===== src/rtl/mmu_pkg.sv =====
// rtl/mmu_pkg.sv - shared state encoding and AXI constants for the MMU read scheduler
package mmu_pkg;

    typedef enum logic [1:0] {
        RD_IDLE,
        RD_ADDR,
        RD_DATA
    } rd_state_e;

    localparam logic [2:0] AXSIZE_WORD = 3'b010;
    localparam logic [1:0] BURST_FIXED = 2'd0;
    localparam logic [1:0] BURST_INCR  = 2'd1;

    localparam logic OWN_INST = 1'b0;
    localparam logic OWN_DATA = 1'b1;

endpackage


===== src/rtl/mmu_rd_pick.sv =====
// rtl/mmu_rd_pick.sv - inst/data winner select with bounded data streak
module mmu_rd_pick
    import mmu_pkg::*;
#(
    parameter int MAX_DATA_STREAK = 4
) (
    input  logic clk,
    input  logic rst,
    input  logic grant_en,
    input  logic i_valid,
    input  logic d_valid,
    output logic winner
);

    localparam logic [3:0] STREAK_MAX = 4'(MAX_DATA_STREAK);

    logic [3:0] streak;
    logic       inst_forced;

    always_comb begin
        inst_forced = i_valid && (streak == STREAK_MAX);
        winner      = (d_valid && !inst_forced) ? OWN_DATA : OWN_INST;
    end

    // Streak only counts data wins that made a waiting inst request wait longer.
    always_ff @(posedge clk or posedge rst) begin
        if (rst) begin
            streak <= '0;
        end else if (grant_en) begin
            if (!i_valid || winner == OWN_INST) begin
                streak <= '0;
            end else if (streak != STREAK_MAX) begin
                streak <= streak + 4'd1;
            end
        end
    end

endmodule


===== src/rtl/mmu_axi_rd_sched.sv =====
// rtl/mmu_axi_rd_sched.sv - single-outstanding AXI read scheduler shared by inst and data controllers
module mmu_axi_rd_sched
    import mmu_pkg::*;
#(
    parameter int LINE_BEATS      = 16,
    parameter int MAX_DATA_STREAK = 4
) (
    input  logic        clk,
    input  logic        rst,
    input  logic        i_req_valid,
    input  logic [31:0] i_req_addr,
    input  logic        i_req_single,
    output logic        i_req_ready,
    output logic [31:0] i_rdata,
    output logic        i_rvalid,
    output logic        i_rlast,
    input  logic        d_req_valid,
    input  logic [31:0] d_req_addr,
    input  logic        d_req_single,
    output logic        d_req_ready,
    output logic [31:0] d_rdata,
    output logic        d_rvalid,
    output logic        d_rlast,
    output logic [31:0] araddr,
    output logic [7:0]  arlen,
    output logic [2:0]  arsize,
    output logic [1:0]  arburst,
    output logic        arvalid,
    input  logic        arready,
    input  logic [31:0] rdata,
    input  logic [1:0]  rresp,
    input  logic        rvalid,
    input  logic        rlast,
    output logic        rready,
    output logic        owner,
    output logic        busy,
    output logic        proto_err
);

    localparam int             BW         = $clog2(LINE_BEATS + 1);
    localparam logic [BW-1:0]  BEATS_LINE = BW'(LINE_BEATS);
    localparam logic [BW-1:0]  BEATS_ONE  = BW'(1);
    localparam logic [7:0]     LEN_LINE   = 8'(LINE_BEATS - 1);

    rd_state_e     state, state_nx;
    logic [BW-1:0] beat_cnt;
    logic          in_idle;
    logic          req_any;
    logic          win_owner;
    logic          win_single;

    assign in_idle    = (state == RD_IDLE);
    assign req_any    = i_req_valid | d_req_valid;
    assign win_single = (win_owner == OWN_DATA) ? d_req_single : i_req_single;
    assign busy       = !in_idle;
    assign arsize     = AXSIZE_WORD;

    mmu_rd_pick #(
        .MAX_DATA_STREAK(MAX_DATA_STREAK)
    ) u_pick (
        .clk      (clk),
        .rst      (rst),
        .grant_en (in_idle),
        .i_valid  (i_req_valid),
        .d_valid  (d_req_valid),
        .winner   (win_owner)
    );

    always_ff @(posedge clk or posedge rst) begin
        if (rst) begin
            state     <= RD_IDLE;
            araddr    <= '0;
            arlen     <= '0;
            arburst   <= '0;
            owner     <= OWN_INST;
            beat_cnt  <= '0;
            proto_err <= 1'b0;
        end else begin
            state <= state_nx;
            if (in_idle && req_any) begin
                owner    <= win_owner;
                araddr   <= (win_owner == OWN_DATA) ? d_req_addr : i_req_addr;
                arlen    <= win_single ? 8'd0 : LEN_LINE;
                arburst  <= win_single ? BURST_FIXED : BURST_INCR;
                beat_cnt <= win_single ? BEATS_ONE : BEATS_LINE;
            end
            // Beats past the expected count hold the counter at zero so a late rlast still flags.
            if (state == RD_DATA && rvalid) begin
                if (beat_cnt != '0) begin
                    beat_cnt <= beat_cnt - BEATS_ONE;
                end
                if ((rlast && beat_cnt != BEATS_ONE) || rresp != 2'b00) begin
                    proto_err <= 1'b1;
                end
            end
        end
    end

    always_comb begin
        state_nx    = state;
        arvalid     = 1'b0;
        rready      = 1'b0;
        i_req_ready = 1'b0;
        d_req_ready = 1'b0;
        i_rvalid    = 1'b0;
        i_rlast     = 1'b0;
        i_rdata     = '0;
        d_rvalid    = 1'b0;
        d_rlast     = 1'b0;
        d_rdata     = '0;
        unique case (state)
            RD_IDLE: begin
                if (req_any) state_nx = RD_ADDR;
            end
            RD_ADDR: begin
                arvalid     = 1'b1;
                i_req_ready = arready && (owner == OWN_INST);
                d_req_ready = arready && (owner == OWN_DATA);
                if (arready) state_nx = RD_DATA;
            end
            RD_DATA: begin
                rready = 1'b1;
                if (owner == OWN_INST) begin
                    i_rvalid = rvalid;
                    i_rlast  = rlast;
                    i_rdata  = rdata;
                end else begin
                    d_rvalid = rvalid;
                    d_rlast  = rlast;
                    d_rdata  = rdata;
                end
                if (rvalid && rlast) state_nx = RD_IDLE;
            end
            default: state_nx = RD_IDLE;
        endcase
    end

endmodule


===== config.mk =====
export PLATFORM = sky130hd
export DESIGN_NAME = mmu_axi_rd_sched
export DESIGN_NICKNAME = d
export VERILOG_FILES = /design/src/rtl/mmu_pkg.sv /design/src/rtl/mmu_rd_pick.sv /design/src/rtl/mmu_axi_rd_sched.sv
export SDC_FILE = /design/constraint.sdc
export NUM_CORES = 1
export LEC_CHECK = 0
export BUFFER_PORTS_ARGS = -buffer_cell sky130_fd_sc_hd__buf_2
export CAP_MARGIN = 20
export CORE_UTILIZATION = 30
export DETAILED_ROUTE_END_ITERATION = 16
export PLACE_DENSITY = 0.66
export SKIP_LAST_GASP = 1
export SYNTH_ARGS = -nofsm -noshare
export SYNTH_HDL_FRONTEND = slang
export SYNTH_HIERARCHICAL = 1
export SYNTH_SLANG_ARGS = --single-unit

===== constraint.sdc =====
create_clock -name clk -period 1.8 [get_ports clk]
set_input_delay 0.54 -clock clk [delete_from_list [all_inputs] [get_ports clk]]
set_output_delay 0.54 -clock clk [all_outputs]
set_load 0.005 [all_outputs]

==> results_tabular.tex <==
\begin{tabular}{lr}
\hline
Metric & Value \\
\hline
\multicolumn{2}{l}{\textbf{Cells and area}} \\
\quad Count of non-filler cells in the finished layout & 668 \\
\quad Count of inserted antenna diode cells & 0 \\
\quad P\&R area growth vs syn & 52.4\% \\
\quad Fin nets & 650 \\
\quad Layout cell share with drive strength beyond 1 & 0.503 \\
\multicolumn{2}{l}{\textbf{Clock network}} \\
\quad TritonCTS clock tree & done \\
\quad Number of buffers added by the clock tree synthesis step & 5 \\
\quad Total number of H-tree levels & 2 \\
\quad Root buffer cell & clkbuf\_8 \\
\quad Clk\_lat worst skew & 0.30 ns \\
\quad Number of buffers on the longest clock path & 2 \\
\quad Clk sink count & 46 \\
\quad CTS clock-pin slew for the worst setup and hold paths & 0.09 ns \\
\multicolumn{2}{l}{\textbf{Synthesis}} \\
\quad Ys async rst share & 1.00 \\
\quad Area share of the largest cell type after synthesis & 0.399 \\
\quad Synthesis-stage register bit count & 46 \\
\quad Most instantiated flip-flop cell in the synthesis netlist & dfrtp\_1 \\
\quad Sequential cell area fraction in the yosys report & 0.399 \\
\quad Biggest area consumer among synthesized cells & dfrtp\_1 \\
\quad Number of distinct standard cells referenced by the synthesized netlist & 39 \\
\quad Mapped cell area & 0.00288 sq mm \\
\quad Number of synthesized flops with an enable pin & 0 \\
\quad Top post-synthesis cells by count & 46 x dfrtp\_1, 46 x nand2\_1, 37 x mux2i\_1, 35 x and2\_1, 35 x and3\_1 \\
\quad Mean cell area of the mapped netlist & 8.98 sq um \\
\quad Post-synthesis cell count & 321 \\
\quad Yosys Warn Count & 6 \\
\quad Area contributors post-synth & dfrtp\_1 40\%, mux2i\_1 13\%, and2\_1 7.6\%, and3\_1 7.6\%, nand2\_1 6.0\% \\
\multicolumn{2}{l}{\textbf{Critical path}} \\
\quad Setup CP Type & register to output pin \\
\quad Cell chain of the critical path & nor2b\_4, and2b\_2, and2\_4, buf\_2 \\
\quad CP required & 1.26 ns \\
\quad Max stage delay on crit path & 0.42 ns \\
\quad FF-to-FF setup slack & -0.03 ns \\
\quad Cell with the biggest individual delay on the critical path & dfrtp\_1 \\
\quad FF-to-FF Start & state[0]\$\_DFFE\_PP0P\_ \\
\quad Critical path startpoint category & register \\
\quad Count of cells along the worst register-to-register path & 8 \\
\quad CP arrival & 1.45 ns \\
\quad Critical-path maximum fanout & 8 \\
\quad Capturing point of the worst reg2reg path & araddr[26]\$\_DFFE\_PP0P\_ \\
\quad Kind of end point of the critical path & output pin \\
\multicolumn{2}{l}{\textbf{Die}} \\
\quad Number of standard-cell rows in the floorplan & 35 \\
\quad Core region area & 0.00928 sq mm \\
\quad Number of top-level pins & 227 \\
\quad Die Y-Extent & 100 microns \\
\quad Die Footprint & 0.0100 sq mm \\
\quad Chip Width & 100 microns \\
\quad Effective utilization at floorplan & 0.311 \\
\multicolumn{2}{l}{\textbf{Outcome}} \\
\quad Failing checks & setup timing \\
\quad Result of the run & finished with violations \\
\multicolumn{2}{l}{\textbf{STA}} \\
\quad Final setup viols & 73 \\
\quad Time the final worst path needs with I/O delays and setup & 1.99 ns \\
\quad Pin slew with the least headroom to its limit & 0.655 ns \\
\quad Final hold vios & 0 \\
\quad Period Utilization, post-route & 1.11 \\
\quad Worst slew margin relative to its limit & 0.561 \\
\quad Highest achievable clock rate & 503 MHz \\
\quad Max-slew violations & 0 \\
\quad Final setup slack of the worst path & -0.190 ns \\
\quad RSZ-0062 raised after global routing & true \\
\quad Setup Skew & 0.0128 ns \\
\multicolumn{2}{l}{\textbf{Detailed routing}} \\
\quad Detail Route met3 WL & 619 microns \\
\quad Highest metal layer used by the detailed router & met4 \\
\quad First-iteration detailed-routing DRC count & 51 \\
\quad Metal2 WL & 4.64 mm \\
\quad Remaining DRCs & 0 \\
\quad Via/cell ratio & 4.52 \\
\quad Routed wirelength normalized by instance count & 12.8 microns \\
\quad Post-DRT Antenna Nets & 0 \\
\quad Routed length on met1 & 3.22 mm \\
\quad Routed Wire Length & 8.56 mm \\
\quad Initial DRT Pass Iterations & 4 \\
\quad Total via count after detailed routing & 3018 \\
\multicolumn{2}{l}{\textbf{GRT}} \\
\quad Wire length of the first global-routing pass & 12.9 mm \\
\quad Initial antenna violation count & 0 \\
\quad Total GRT Usage & 0.164 \\
\quad Gr ovfl total & 0 \\
\quad Pin count of the biggest net entering global routing & 41 \\
\quad Vias in the first global route & 2775 \\
\multicolumn{2}{l}{\textbf{Placed design}} \\
\quad Number of buffers added on ports & 218 \\
\quad Placed cell count & 651 \\
\quad RD Place Congestion & 0.731 \\
\quad Post-Place Worst Slack & -0.00696 ns \\
\quad Post-detail-place hpwl & 6.40 mm \\
\multicolumn{2}{l}{\textbf{Run}} \\
\quad Max-capacitance violation count & 0 \\
\multicolumn{2}{l}{\textbf{Worst hold path}} \\
\quad Worst hold path type & primary input to asynchronous set/reset pin \\
\multicolumn{2}{l}{\textbf{Power}} \\
\quad Power density over the cells & 1250 mW/mm\^{}2 \\
\quad Static power due to leakage & 2.62 nW \\
\quad Largest vdd supply drop & 0.000524 V \\
\hline
\end{tabular}
[worst max path at each step]
stage                                  to                         start  cells past startpoint
floorplan           beat_cnt[0]$_DFF_PP0_  u_pick/streak[0]$_DFFE_PP0P_                      8
global placement    beat_cnt[0]$_DFF_PP0_  u_pick/streak[0]$_DFFE_PP0P_                      7
detailed placement            i_rdata[30]          state[1]$_DFFE_PP0P_                      4
CTS                           d_rdata[29]          state[0]$_DFFE_PP0P_                      4
global route                  i_rdata[29]          state[0]$_DFFE_PP0P_                      4
finish                        i_rdata[10]          state[0]$_DFFE_PP0P_                      4
[power by group]
part / leakage (nW) / internal [mW] / switching, mW
clock: 0.0489 / 0.318 / 0.352
combinational: 2.00 / 1.49 / 1.51
sequential: 0.571 / 1.52 / 0.319
[worst max-delay path: cells and delay by family (launching register included)]
family / cells / cell delay, ns
AND/OR/NAND/NOR: 3 / 0.63
flip-flops: 1 / 0.42
buffers and inverters: 1 / 0.10
[routing by layer]
metal	vias up	global-route usage
met5	-	0
met4	0	0.0401
met3	9	0.0362
met2	145	0.328
met1	1361	0.171
li1	1503	-
[final cells by class]
cell class	instances	area [sq um]
Clock buffer	7	86.3
Clock inverter	1	8.76
Fill cell	934	4890
Inverter	11	41.3
Multi-Input combinational cell	240	1630
Sequential cell	46	1150
Tap cell	129	161
Timing Repair Buffer	234	1310
[registers in the layout (all words and copies together), names as in the netlist]
| name | count |
|---|---|
| araddr | 32 |
| beat_cnt | 5 |
| u_pick/streak | 4 |
| state | 2 |
| arlen | 1 |
| owner | 1 |
| proto_err | 1 |
[cells by family (layout without fill, tap and decap cells)]
logic type | after synthesis | after routing | synth area share
DFF | 46 | 46 | 0.399
AOI/OAI and AO/OA | 48 | 48 | 0.0972
other | 2 | 8 | 0.00261
buffers and inverters | 45 | 253 | 0.0790
and+or+nand+nor | 136 | 140 | 0.263
muxes | 39 | 39 | 0.138
adders and majority gates | 5 | 5 | 0.0217
[repair_timing]
action,in CTS,in global routing
hold buffers,0,0
cloned,4,0
gates resized for setup,18,18
pin swaps,18,9
setup buffers,2,3
endpoints found under the setup margin,71,76
[through the flow]
stage	hold slack [ns]	util	area [sq um]	power, mW	setup TNS [ns]
after global placement	0.433	0.442	4100	4.43	0
final	0.117	0.473	4390	5.51	-10.87
after floorplan	0.306	-	2910	3.36	0
after global routing	0.121	0.473	4390	6.01	-18.14
after CTS	0.111	0.463	4300	5.42	-12.98
after detailed placement	0.447	0.442	4100	4.53	-0.0202
[cell usage in the layout (no fill, tap or decap), types with 2 or more instances in the layout]
cell and count:
o21bai_1 2, clkbuf_8 6, nor3_1 2, conb_1 8, and3_1 35, and2b_2 3
and2b_4 2, nor2_1 3, buf_2 211, o21ai_1 2, dfrtp_1 46, nand3_1 2
ha_1 4, mux2_4 2, a21oi_1 2, o21ai_0 32, nand2_1 45, nor2b_4 2
buf_4 11, and2_1 28, a211oi_1 2, inv_1 8, buf_12 4, mux2i_1 37
inv_2 2, buf_6 7, o22ai_1 2, and2_4 7, nand4_1 2
Note: power is estimated with default switching activity, not from simulation.
